`config.mk`:
```
export PLATFORM = sky130hd
export DESIGN_NAME = vend_arbiter
export DESIGN_NICKNAME = d
export VERILOG_FILES = /design/src/rtl/vend_arbiter.sv
export SDC_FILE = /design/constraint.sdc
export NUM_CORES = 1
export LEC_CHECK = 0
export CAP_MARGIN = 20
export CORE_UTILIZATION = 47
export CTS_BUF_LIST = sky130_fd_sc_hd__clkbuf_8
export DETAILED_ROUTE_END_ITERATION = 6
export GPL_TIMING_DRIVEN = 0
export HOLD_SLACK_MARGIN = 0.03
export PLACE_DENSITY = 0.77
export SLEW_MARGIN = 10
export SYNTH_ARGS = -nofsm -noshare
export SYNTH_HDL_FRONTEND = slang
export SYNTH_SLANG_ARGS = --single-unit
```
`constraint.sdc`:
```
create_clock -name clock -period 2.8 [get_ports clock]
set_input_delay 0.56 -clock clock [delete_from_list [all_inputs] [get_ports clock]]
set_output_delay 0.56 -clock clock [all_outputs]
set_load 0.005 [all_outputs]
```
`src/rtl/vend_arbiter.sv`:
```
// ---------------------------------------------------------------------------
// vend_arbiter
//   Coin-accepting vending controller with two coin slots. Each slot uses a
//   valid/ready handshake. When both slots offer a coin on the same cycle they
//   are served round-robin. Accepted coins add to a credit accumulator. Once
//   the credit reaches PRICE, the controller enters DISPENSE. It then drops one
//   item per cycle, and each drop removes PRICE from the credit, until the
//   remaining credit is below PRICE.
//
// Parameters
//   PRICE       item price in credit units, 1..7
//
// Ports
//   clock       system clock, rising-edge active
//   reset       synchronous, active-high reset
//   coin_a      slot A coin code (00=0, 01=1, 10=3, 11=5 units)
//   valid_a     slot A offers a coin (held until accepted)
//   ready_a     slot A coin accepted this cycle when valid_a & ready_a
//   coin_b      slot B coin code
//   valid_b     slot B offers a coin
//   ready_b     slot B coin accepted this cycle when valid_b & ready_b
//   drop        one-cycle dispense strobe per item (Moore, high in DISPENSE)
//   credit      accumulated credit, unsigned
//   last_grant  slot of the most recently accepted coin (0=A, 1=B)
//   sales       dispensed item count, wraps modulo 256
// ---------------------------------------------------------------------------
module vend_arbiter #(
  parameter int PRICE = 4
) (
  input  logic       clock,
  input  logic       reset,
  input  logic [1:0] coin_a,
  input  logic       valid_a,
  output logic       ready_a,
  input  logic [1:0] coin_b,
  input  logic       valid_b,
  output logic       ready_b,
  output logic       drop,
  output logic [3:0] credit,
  output logic       last_grant,
  output logic [7:0] sales
);

  localparam logic [0:0] IDLE     = 1'b0;
  localparam logic [0:0] DISPENSE = 1'b1;

  localparam logic [3:0] PRICE_U = 4'(PRICE);

  // Credit never exceeds PRICE-1+5 = 11. A 4-bit sum therefore cannot wrap,
  // and no saturation is needed.
  function automatic logic [3:0] coin_value(input logic [1:0] code);
    logic [3:0] v;
    case (code)
      2'b00:   v = 4'd0;
      2'b01:   v = 4'd1;
      2'b10:   v = 4'd3;
      default: v = 4'd5;
    endcase
    return v;
  endfunction

  logic [0:0] state;
  logic [0:0] state_nxt;
  logic [3:0] credit_nxt;
  logic [7:0] sales_nxt;
  logic       last_grant_nxt;

  logic       idle;
  logic       grant_a;
  logic       grant_b;
  logic       accept;
  logic [1:0] coin_sel;
  logic [3:0] credit_sum;
  logic [3:0] credit_rem;

  assign idle = (state == IDLE);

  // Round-robin arbitration. A lone requester always wins. On a tie, the
  // slot that did not win last time is served. last_grant resets to B, so
  // slot A takes the first tie after reset.
  always_comb begin
    grant_a = 1'b0;
    grant_b = 1'b0;
    if (idle) begin
      if (valid_a && valid_b) begin
        grant_a = last_grant;
        grant_b = ~last_grant;
      end else begin
        grant_a = valid_a;
        grant_b = valid_b;
      end
    end
  end

  assign ready_a = grant_a;
  assign ready_b = grant_b;
  assign accept  = grant_a | grant_b;

  assign coin_sel   = grant_b ? coin_b : coin_a;
  assign credit_sum = credit + coin_value(coin_sel);
  assign credit_rem = credit - PRICE_U;

  // drop is decoded from state only, so it is a pure Moore output.
  assign drop = (state == DISPENSE);

  always_comb begin
    state_nxt      = state;
    credit_nxt     = credit;
    sales_nxt      = sales;
    last_grant_nxt = last_grant;
    case (state)
      IDLE: begin
        // A zero-value coin still completes the handshake and moves
        // last_grant.
        if (accept) begin
          credit_nxt     = credit_sum;
          last_grant_nxt = grant_b;
          if (credit_sum >= PRICE_U) begin
            state_nxt = DISPENSE;
          end
        end
      end
      DISPENSE: begin
        // Every dispense cycle pays for exactly one item. Stay in DISPENSE
        // while the remainder still covers another item, so successive drops
        // come out back to back.
        credit_nxt = credit_rem;
        sales_nxt  = sales + 8'd1;
        if (credit_rem < PRICE_U) begin
          state_nxt = IDLE;
        end
      end
      default: begin
        state_nxt = IDLE;
      end
    endcase
  end

  // Reset overrides any handshake or dispense that would happen on the same
  // edge. A dispense in progress is abandoned and its credit is discarded.
  always_ff @(posedge clock) begin
    if (reset) begin
      state      <= IDLE;
      credit     <= 4'd0;
      sales      <= 8'd0;
      last_grant <= 1'b1;
    end else begin
      state      <= state_nxt;
      credit     <= credit_nxt;
      sales      <= sales_nxt;
      last_grant <= last_grant_nxt;
    end
  end

endmodule

```
# After elaboration in Yosys (flattened, before gate mapping)
# Index checks and enable logic that the tools add are counted.
# classes
n_addsub,3
n_shift,0
muxes,12
n_mul,0
n_eq_ne,3
div_mod_pow,0
reduce_logical,3
n_lt_le_gt_ge,2
bitwise,3
# op_table
operator,n
case mux 3 bit (3 select lines),1
"adder 8 x 1 -> 8 bit, second input constant",1
case mux 4 bit (2 select lines),1
two-way mux 1 bit,7
adder 4 bit,1
">= comparator 4 x 3 -> 1 bit, second input constant",1
"less-than comparator 4 x 3 -> 1 bit, second input constant",1
two-way mux 4 bit,1
"subtractor 4 x 3 -> 4 bit, second input constant",1
"== test 2 x 1 -> 1 bit, second input constant",1
"== test 2 bit, second input constant",1
zero test 2 bit,1
two-way mux 2 bit,1
"inequality test 2 x 1 -> 1 bit, second input constant",1
NOT 1 bit,2
case mux 1 bit (2 select lines),1
AND reduction 2 bit,1
logical AND 1 bit,1
bitwise OR 1 bit,1
# word_totals
memories,0
latchBits,0
romBits,0
mem_bits_rw,0
in_bits,8
elab_cells,30
out_inout_bits,16
regBits,14

# Logic depth before layout (Yosys ltp)
# Gate-level depths: netlist of run 1.
# logic_depth
ltp_word,11
depth_mapped,9
ltp_nobuf,8

# Least setup slack after synthesis of run 1
# No wires, ideal clock.
# synth_timing
path_kind,in2reg
start,input port valid_b
end,register credit[3]
setup_time_ps,91
path_stages,7
n_path_buf,0
arrival_ps,2024
t_required_ps,2709
slack_ps,685
cell_sequence,nand2b_1 -> a21o_1 -> mux2i_1 -> ha_1 -> a211oi_1 -> o21ai_0 -> a311oi_1
# synth_between
elab_chain_cells,9
word_cells_on_any_way,15
classes_between,1 x add/sub; 3 x eq/ne; 8 x mux; 1 x bitwise; 2 x reduce/logical
# synth_rtl
element,line,rtl
from (decl),36,"input logic valid_b,"
logical AND 1 bit,85,if (valid_a && valid_b) begin
two-way mux 1 bit,85,
two-way mux 1 bit,84,if (idle) begin
two-way mux 2 bit,99,assign coin_sel = grant_b ? coin_b : coin_a;
"== test 2 bit, or another cell as far along",53,case (code)
case mux 3 bit (3 select lines),53,
adder 4 bit,100,assign credit_sum = credit + coin_value(coin_sel);
two-way mux 4 bit,115,if (accept) begin
case mux 4 bit (2 select lines),111,case (state)
to (signal assigned),149,credit <= credit_nxt;
to (decl),39,"output logic [3:0] credit,"
# Parallel ways exist; a longest one is shown, timed or not. The select of a mux whose other input is x is not followed.
# A chain may end at the register's enable or synchronous reset.

# Final worst setup path of run 1
# Ends and elaborated chain as after synthesis.

==> insert_results.sql, run 1 <==
INSERT INTO impl_metrics (metric_group, metric, value, unit) VALUES
('status', 'status', 'finished clean', ''),
('synth', 'syn-instance-count', '91', ''),
('clocking', 'post_cts_buffers', '0', ''),
('clocking', 'htree_num_levels', '1', ''),
('timing', 'worst_slew_pin_slew', '477', 'ps'),
('power_and_ir_drop', 'swShare', '0.324', ''),
('placement', 'detailed_place_hpwl', '1240', 'um'),
('clocking', 'insertion_delay', '250', 'ps'),
('synth', 'synth_cell_types', '28', ''),
('power_and_ir_drop', 'power.static_leakage', '0.468', 'nW'),
('synth', 'synth_sequential_area_ratio', '0.352', ''),
('synth', 'yosysMostFrequentCell', 'sky130_fd_sc_hd__dfxtp_1', ''),
('setup_path', 'critical_path_peak_fanout', '5', ''),
('synth', 'synth_largest_type_area_fraction', '0.352', ''),
('setup_path', 'setup.worst_path.end_class', 'register', ''),
('clocking', 'cts_inserted_buffers', '3', ''),
('global_route', 'grt_pass1_vias', '698', ''),
('global_route', 'grt_max_degree', '11', ''),
('global_route', 'grt_pass1_wl', '2900', 'um'),
('route', 'drt-total-wl', '1650', 'um'),
('floorplan', 'floorplan.rows', '14', ''),
('clocking', 'cts-resized-gates', '0', ''),
('floorplan', 'die_h', '43.2', 'um'),
('global_route', 'grt_antenna_before_repair', '0', ''),
('placement', 'quantity_of_i_o_buffers_inserted_on_ports', '23', ''),
('route', 'vias_per_cell', '5.41', ''),
('floorplan', 'initial_utilization', '0.517', ''),
('floorplan', 'top_level_ports', '24', ''),
('route', 'dr.pass1.iters', '4', ''),
('setup_path', 'critical_path_arrival', '2860', 'ps'),
('placement', 'gp_congestion', '0.771', ''),
('placement', 'dpl_worst_slack', '-133', 'ps'),
('power_and_ir_drop', 'power.density_cell_area', '770', 'nW/um^2'),
('floorplan', 'design.core.area', '1540', 'sq um'),
('layout', 'layout.filler_cells', '126', ''),
('floorplan', 'floorplan.die_area', '1860', 'sq um'),
('setup_path', 'critical_path.reg2reg.startpoint', 'drop$_SDFF_PP0_', ''),
('timing', 'skew', '2.92', 'ps'),
('synth', 'syn_nets', '105', ''),
('power_and_ir_drop', 'intPower', '0.574', 'mW'),
('route', 'first_iter_violations', '5', ''),
('synth', 'count_of_flip_flops_with_a_built_in_enable_after_synthesis', '0', ''),
('layout', 'layout-drive-gt1-share', '0.0678', ''),
('synth', 'synth_largest_area_cell', 'sky130_fd_sc_hd__dfxtp_1', ''),
('synth', 'share_of_flip_flops_with_an_asynchronous_set_or_reset', '0', ''),
('timing', 'final-max-slew-violation-count', '0', ''),
('power_and_ir_drop', 'p_clk_frac', '0.236', ''),
('layout', 'number_of_diodes', '0', ''),
('clocking', 'cts_max_path_buffers', '2', ''),
('setup_path', 'worst_setup_path_start_kind', 'input port', ''),
('hold_path', 'hold_class', 'register to register', ''),
('synth', 'main_area_contributors_after_synthesis', 'sky130_fd_sc_hd__dfxtp_1 35%, sky130_fd_sc_hd__ha_1 7.8%, sky130_fd_sc_hd__mux2i_1 7.5%', ''),
('global_route', 'grt_overflow_total', '0', ''),
('power_and_ir_drop', 'power', '0.848', 'mW'),
('clocking', 'cts.reportedPaths.clkPinSlew', '60', 'ps'),
('setup_path', 'setup.worst_path.class', 'input port to register', ''),
('route', 'detail_routed_net_length_per_standard_cell', '12.3', 'um'),
('clocking', 'cts_root_buf', 'sky130_fd_sc_hd__clkbuf_8', ''),
('route', 'drtAntennaViolNets', '0', ''),
('timing', 'timing.final.crit_share', '0.964', ''),
('synth', 'synth.cells.most_frequent', '14 x sky130_fd_sc_hd__dfxtp_1, 13 x sky130_fd_sc_hd__nor2_1, 6 x sky130_fd_sc_hd__mux2i_1', ''),
('timing', 'rsz0062_at_grt', 'false', ''),
('route', 'drc', '0', ''),
('synth', 'synthesis.area', '797', 'sq um'),
('hold_path', 'min_from', 'sales[6]$_SDFFE_PP0P_', ''),
('power_and_ir_drop', 'ir_worst_vdd', '0.000588', 'V'),
('setup_path', 'critical_path.startpoint', 'valid_b', ''),
('timing', 'setup_failing_eps_final', '0', ''),
('power_and_ir_drop', 'power.combinational.fraction', '0.427', ''),
('synth', 'ys_dominant_reg_cell', 'sky130_fd_sc_hd__dfxtp_1', ''),
('synth', 'ys_ff_latch', '14', '');
-- state kept, by name (all words and copies together), names as in the netlist --
| name | count |
|---|---|
| last_grant | 1 |
| sales | 8 |
| drop | 1 |
| credit | 4 |
-- per-stage QoR --
step           hold slack [ps]  utilization  setup TNS [ps]  std cells  instance area, sq um
6_report                   496        0.715               0        134                  1100
5_1_grt                    522        0.715               0        134                  1100
4_1_cts                    502        0.715               0        134                  1100
3_5_place_dp               490        0.679            -154        130                  1050
3_3_place_gp               472        0.679           -86.1        130                  1050
2_1_floorplan              474            -               0         91                   797
-- power groups by stage --
stage	clock network, mW	logic, mW	registers [mW]
2_1_floorplan	0	0.217	0.289
3_3_place_gp	0	0.353	0.289
3_5_place_dp	0	0.361	0.291
4_1_cts	0.202	0.364	0.287
5_1_grt	0.213	0.406	0.297
6_report	0.200	0.363	0.286
-- critical path, cell delays in order --
cell and delay, ps:
sky130_fd_sc_hd__clkdlybuf4s50_1 550, sky130_fd_sc_hd__nand2b_1 100, sky130_fd_sc_hd__a21o_1 220, sky130_fd_sc_hd__mux2i_1 270
sky130_fd_sc_hd__ha_1 290, sky130_fd_sc_hd__a211oi_1 420, sky130_fd_sc_hd__o21ai_0 170, sky130_fd_sc_hd__a311oi_1 270
-- cell type report --
cell class                 instances  area (sq um)  area share
sequential                        14           280       0.254
inverter                           5          18.8      0.0170
timing repair buffer              23           230       0.209
tap                               16          20.0      0.0182
clock buffer                       4          55.1      0.0499
multi-input combinational         69           482       0.437
buffer                             3          16.3      0.0148
-- worst paths after layout --
kind | slack (ps) | end | cells after the start
min | 500 | sales[6]$_SDFFE_PP0P_ | 2
min reg2reg | 500 | sales[6]$_SDFFE_PP0P_ | 2
max reg2reg | 400 | credit[3]$_SDFFE_PP0P_ | 8
max | 100 | credit[3]$_SDFFE_PP0P_ | 8
-- placed cells by master (no fill, tap or decap), types with 2 or more instances in the layout --
master	count
sky130_fd_sc_hd__a21oi_1	5
sky130_fd_sc_hd__a2bb2oi_1	2
sky130_fd_sc_hd__clkbuf_8	4
sky130_fd_sc_hd__clkdlybuf4s50_1	23
sky130_fd_sc_hd__dfxtp_1	14
sky130_fd_sc_hd__ha_1	5
sky130_fd_sc_hd__inv_1	5
sky130_fd_sc_hd__mux2i_1	6
sky130_fd_sc_hd__nand2_1	5
sky130_fd_sc_hd__nand2b_1	4
sky130_fd_sc_hd__nand3_1	3
sky130_fd_sc_hd__nand4_1	2
sky130_fd_sc_hd__nor2_1	13
sky130_fd_sc_hd__o211ai_1	2
sky130_fd_sc_hd__o21ai_0	4
sky130_fd_sc_hd__or3_1	4
sky130_fd_sc_hd__xor2_1	4
-- per-layer routing --
| metal | up-vias | track usage | routed length [um] | share of wire |
|---|---|---|---|---|
| met5 | - | 0 | 0 | 0 |
| met4 | 0 | 0.0909 | 26 | 0.016 |
| met3 | 5 | 0.0766 | 61 | 0.037 |
| met2 | 11 | 0.331 | 726 | 0.44 |
| met1 | 331 | 0.257 | 838 | 0.51 |
| li1 | 378 | - | - | - |
-- logic make-up after synthesis --
logic type	count (synthesis)	share of synthesized area
buffers and inverters	8	0.0440
AO/OA/AOI/OAI	19	0.159
flip-flops	14	0.352
AND/OR/NAND/NOR	33	0.212
adder cells (fa/ha/maj)	6	0.104
multiplexers	6	0.0754
XOR/XNOR	5	0.0549
Note: power is estimated with default switching activity, not from simulation.
==> run 2: changes to the inputs <==
- CORE_MARGIN: default -> 2
==> run 2 against run 1 <==
Die area up 9.5%. Setup slack improved by 150 ps. Hold slack lost 1.2 ps. Count of clock-buffer cells in the layout stayed put. Combinational power rose by 4%. Sequential power is essentially flat.
==> insert_results.sql, run 2 (same netlist as run 1, synthesis figures left out) <==
INSERT INTO impl_metrics (metric_group, metric, value, unit) VALUES
('global_route', 'grt_max_degree', '11', ''),
('setup_path', 'crit-reg2reg-capture', 'credit[3]$_SDFFE_PP0P_', ''),
('timing', 'timing.final.hold_violations', '0', ''),
('global_route', 'grt_antenna_before_repair', '0', ''),
('power_and_ir_drop', 'power.density_cell_area', '776', 'nW/um^2'),
('route', 'detail_routed_net_length_per_standard_cell', '13.0', 'um'),
('status', 'status', 'finished clean', ''),
('setup_path', 'r2r_slack', '580', 'ps'),
('global_route', 'grt_overflow_total', '0', ''),
('hold_path', 'min_from', 'sales[7]$_SDFFE_PP0P_', ''),
('timing', 'max_freq', '0.392', 'GHz'),
('timing', 'rsz0062_at_grt', 'false', ''),
('timing', 'setup_failing_eps_final', '0', ''),
('layout', 'layout.cells.most_common', 'sky130_fd_sc_hd__clkdlybuf4s50_1', ''),
('global_route', 'grt_usage', '0.191', ''),
('global_route', 'grt_pass1_vias', '658', ''),
('timing', 'fin_crit_period', '2550', 'ps'),
('global_route', 'global_route.usage.met1', '0.238', ''),
('power_and_ir_drop', 'power.share.sequential', '0.335', ''),
('timing', 'skew', '4.02', 'ps'),
('setup_path', 'crit_required', '2240', 'ps'),
('floorplan', 'top_level_ports', '24', ''),
('route', 'dr.pass1.iters', '4', ''),
('power_and_ir_drop', 'power', '0.859', 'mW'),
('floorplan', 'design.core.area', '1540', 'sq um'),
('placement', 'gp_congestion', '0.767', ''),
('power_and_ir_drop', 'power.combinational.fraction', '0.438', ''),
('setup_path', 'r2r.worst_path.cells', '8', ''),
('power_and_ir_drop', 'p_clk_frac', '0.227', ''),
('clocking', 'clock-sinks', '14', ''),
('placement', 'dpl_worst_slack', '-93.3', 'ps'),
('route', 'drc', '0', ''),
('setup_path', 'setup.worst_path.end_class', 'output pin', ''),
('layout', 'number_of_diodes', '0', ''),
('route', 'first_iter_violations', '16', ''),
('layout', 'largestRegisters', 'sales x8, credit x4', ''),
('layout', 'area_delta_synth_final', '38.9', '%'),
('setup_path', 'critical_path.reg2reg.startpoint', 'drop$_SDFF_PP0_', ''),
('timing', 'timing.final.crit_share', '0.911', ''),
('clocking', 'cts.reportedPaths.clkPinSlew', '50', 'ps'),
('floorplan', 'initial_utilization', '0.517', ''),
('power_and_ir_drop', 'ir_worst_vdd', '0.000754', 'V'),
('layout', 'fin_nets', '133', ''),
('clocking', 'post_cts_buffers', '0', ''),
('setup_path', 'worst_setup_path_start_kind', 'input port', ''),
('global_route', 'grt_pass1_wl', '2770', 'um'),
('setup_path', 'setup.worst_path.class', 'input port to output pin', ''),
('global_route', 'globalRoute.busiestLayer', 'met2', ''),
('floorplan', 'die_h', '45.2', 'um'),
('placement', 'quantity_of_i_o_buffers_inserted_on_ports', '23', ''),
('power_and_ir_drop', 'intPower', '0.578', 'mW'),
('layout', 'final_area', '1110', 'sq um'),
('layout', 'layout.cells.most_common_list', '23 x sky130_fd_sc_hd__clkdlybuf4s50_1, 14 x sky130_fd_sc_hd__dfxtp_1, 13 x sky130_fd_sc_hd__nor2_1', ''),
('clocking', 'tritoncts', 'built', ''),
('clocking', 'cts_root_buf', 'sky130_fd_sc_hd__clkbuf_8', ''),
('floorplan', 'floorplan.die_area', '2040', 'sq um'),
('hold_path', 'whs_endpoint', 'sales[7]$_SDFFE_PP0P_', ''),
('layout', 'layout-drive-gt1-share', '0.0763', ''),
('power_and_ir_drop', 'power.static_leakage', '0.469', 'nW'),
('clocking', 'insertion_delay', '240', 'ps'),
('power_and_ir_drop', 'swShare', '0.327', ''),
('clocking', 'cts_inserted_buffers', '3', ''),
('timing', 'max-slew-margin-rel', '0.716', ''),
('timing', 'setup-tns-final', '0', 'ps'),
('route', 'vias_per_cell', '5.41', ''),
('route', 'via_count', '725', ''),
('setup_path', 'critical_path_arrival', '1990', 'ps'),
('layout', 'final_core_util', '0.718', ''),
('setup_path', 'critical_path_peak_fanout', '5', ''),
('run', 'timing.max_cap.violations', '0', ''),
('route', 'drtAntennaViolNets', '0', ''),
('timing', 'post-route-worst-setup-slack', '249', 'ps'),
('layout', 'register_bank_with_the_most_flops', 'sales', ''),
('global_route', 'grt_use_met3', '0.0720', ''),
('floorplan', 'die_w', '45.2', 'um'),
('clocking', 'htree_num_levels', '1', ''),
('route', 'drt-total-wl', '1740', 'um'),
('global_route', 'gr-usage-met2', '0.309', ''),
('placement', 'placed_area', '1050', 'sq um'),
('floorplan', 'floorplan.rows', '14', ''),
('hold_path', 'hold-path-cell-count', '2', ''),
('timing', 'final-max-slew-violation-count', '0', ''),
('timing', 'worst_slew_pin_slew', '427', 'ps'),
('hold_path', 'hold_class', 'register to register', ''),
('clocking', 'cts_max_path_buffers', '2', ''),
('layout', 'largest_register_ff_count', '8', ''),
('power_and_ir_drop', 'net-switching-power', '0.281', 'mW'),
('placement', 'detailed_place_hpwl', '1290', 'um');
run 2: cell types whose count changed in the layout (fill, tap and decap cells not counted):
cell and change:
sky130_fd_sc_hd__a211oi_1 -1, sky130_fd_sc_hd__a211oi_2 +1
run 2: per-layer routing:
layer	vias up	wire, um	share of wire
li1	383	-	-
met1	326	813	0.47
met2	14	817	0.47
met3	2	88	0.051
met4	0	19	0.011
met5	-	0	0
run 2: worst max path at each step:
stage / endpoint / start / cells after the start
2_1_floorplan: credit[3]$_SDFFE_PP0P_ / valid_b / 7
3_3_place_gp: credit[3]$_SDFFE_PP0P_ / valid_b / 8
3_5_place_dp: credit[3]$_SDFFE_PP0P_ / valid_b / 8
4_1_cts: credit[3]$_SDFFE_PP0P_ / valid_b / 8
5_1_grt: credit[3]$_SDFFE_PP0P_ / valid_b / 8
6_report: ready_b / valid_b / 5
run 2: critical path: stages:
cell                              delay, ps
sky130_fd_sc_hd__clkdlybuf4s50_1        540
sky130_fd_sc_hd__nand2b_1               100
sky130_fd_sc_hd__a21o_1                 230
sky130_fd_sc_hd__inv_1                   70
sky130_fd_sc_hd__clkdlybuf4s50_1        490
run 2: cell type report:
class / instances / area [sq um]
Clock buffer: 4 / 55.1
Multi-Input combinational cell: 69 / 487
Buffer: 3 / 16.3
Inverter: 5 / 18.8
Fill cell: 137 / 434
Timing Repair Buffer: 23 / 230
Sequential cell: 14 / 280
Tap cell: 16 / 20.0
run 2: power by group through the flow:
stage / clock (mW) / combinational [mW] / sequential [mW]
detailed placement: 0 / 0.364 / 0.291
floorplan: 0 / 0.217 / 0.289
finish: 0.195 / 0.376 / 0.287
global placement: 0 / 0.353 / 0.288
CTS: 0.199 / 0.375 / 0.288
global route: 0.208 / 0.413 / 0.294
run 2: repair_timing:
item | 4_1_cts | 5_1_grt
gates resized for setup | 0 | 1
setup endpoints to repair | 0 | 1
hold buffers | 0 | 0
run 2: stage by stage:
stage / cells / hold slack, ps
2_1_floorplan: 91 / 474
3_3_place_gp: 130 / 472
3_5_place_dp: 130 / 482
4_1_cts: 134 / 496
5_1_grt: 134 / 546
6_report: 134 / 495
==> run 3: changes to the inputs <==
- clock period: 2.8 -> 2.83 ns (I/O delays scaled with it)
==> results of run 3 <==
The final DEF is identical to that of run 2. Status: finished clean.
Main changes from that run: setup slack after placement -93.3 ps -> -69.3 ps; setup slack after layout 249 ps -> 267 ps; register-to-register setup slack 580 ps -> 610 ps; total power 0.859 mW -> 0.850 mW; worst IR drop on VDD 0.000754 V -> 0.000746 V
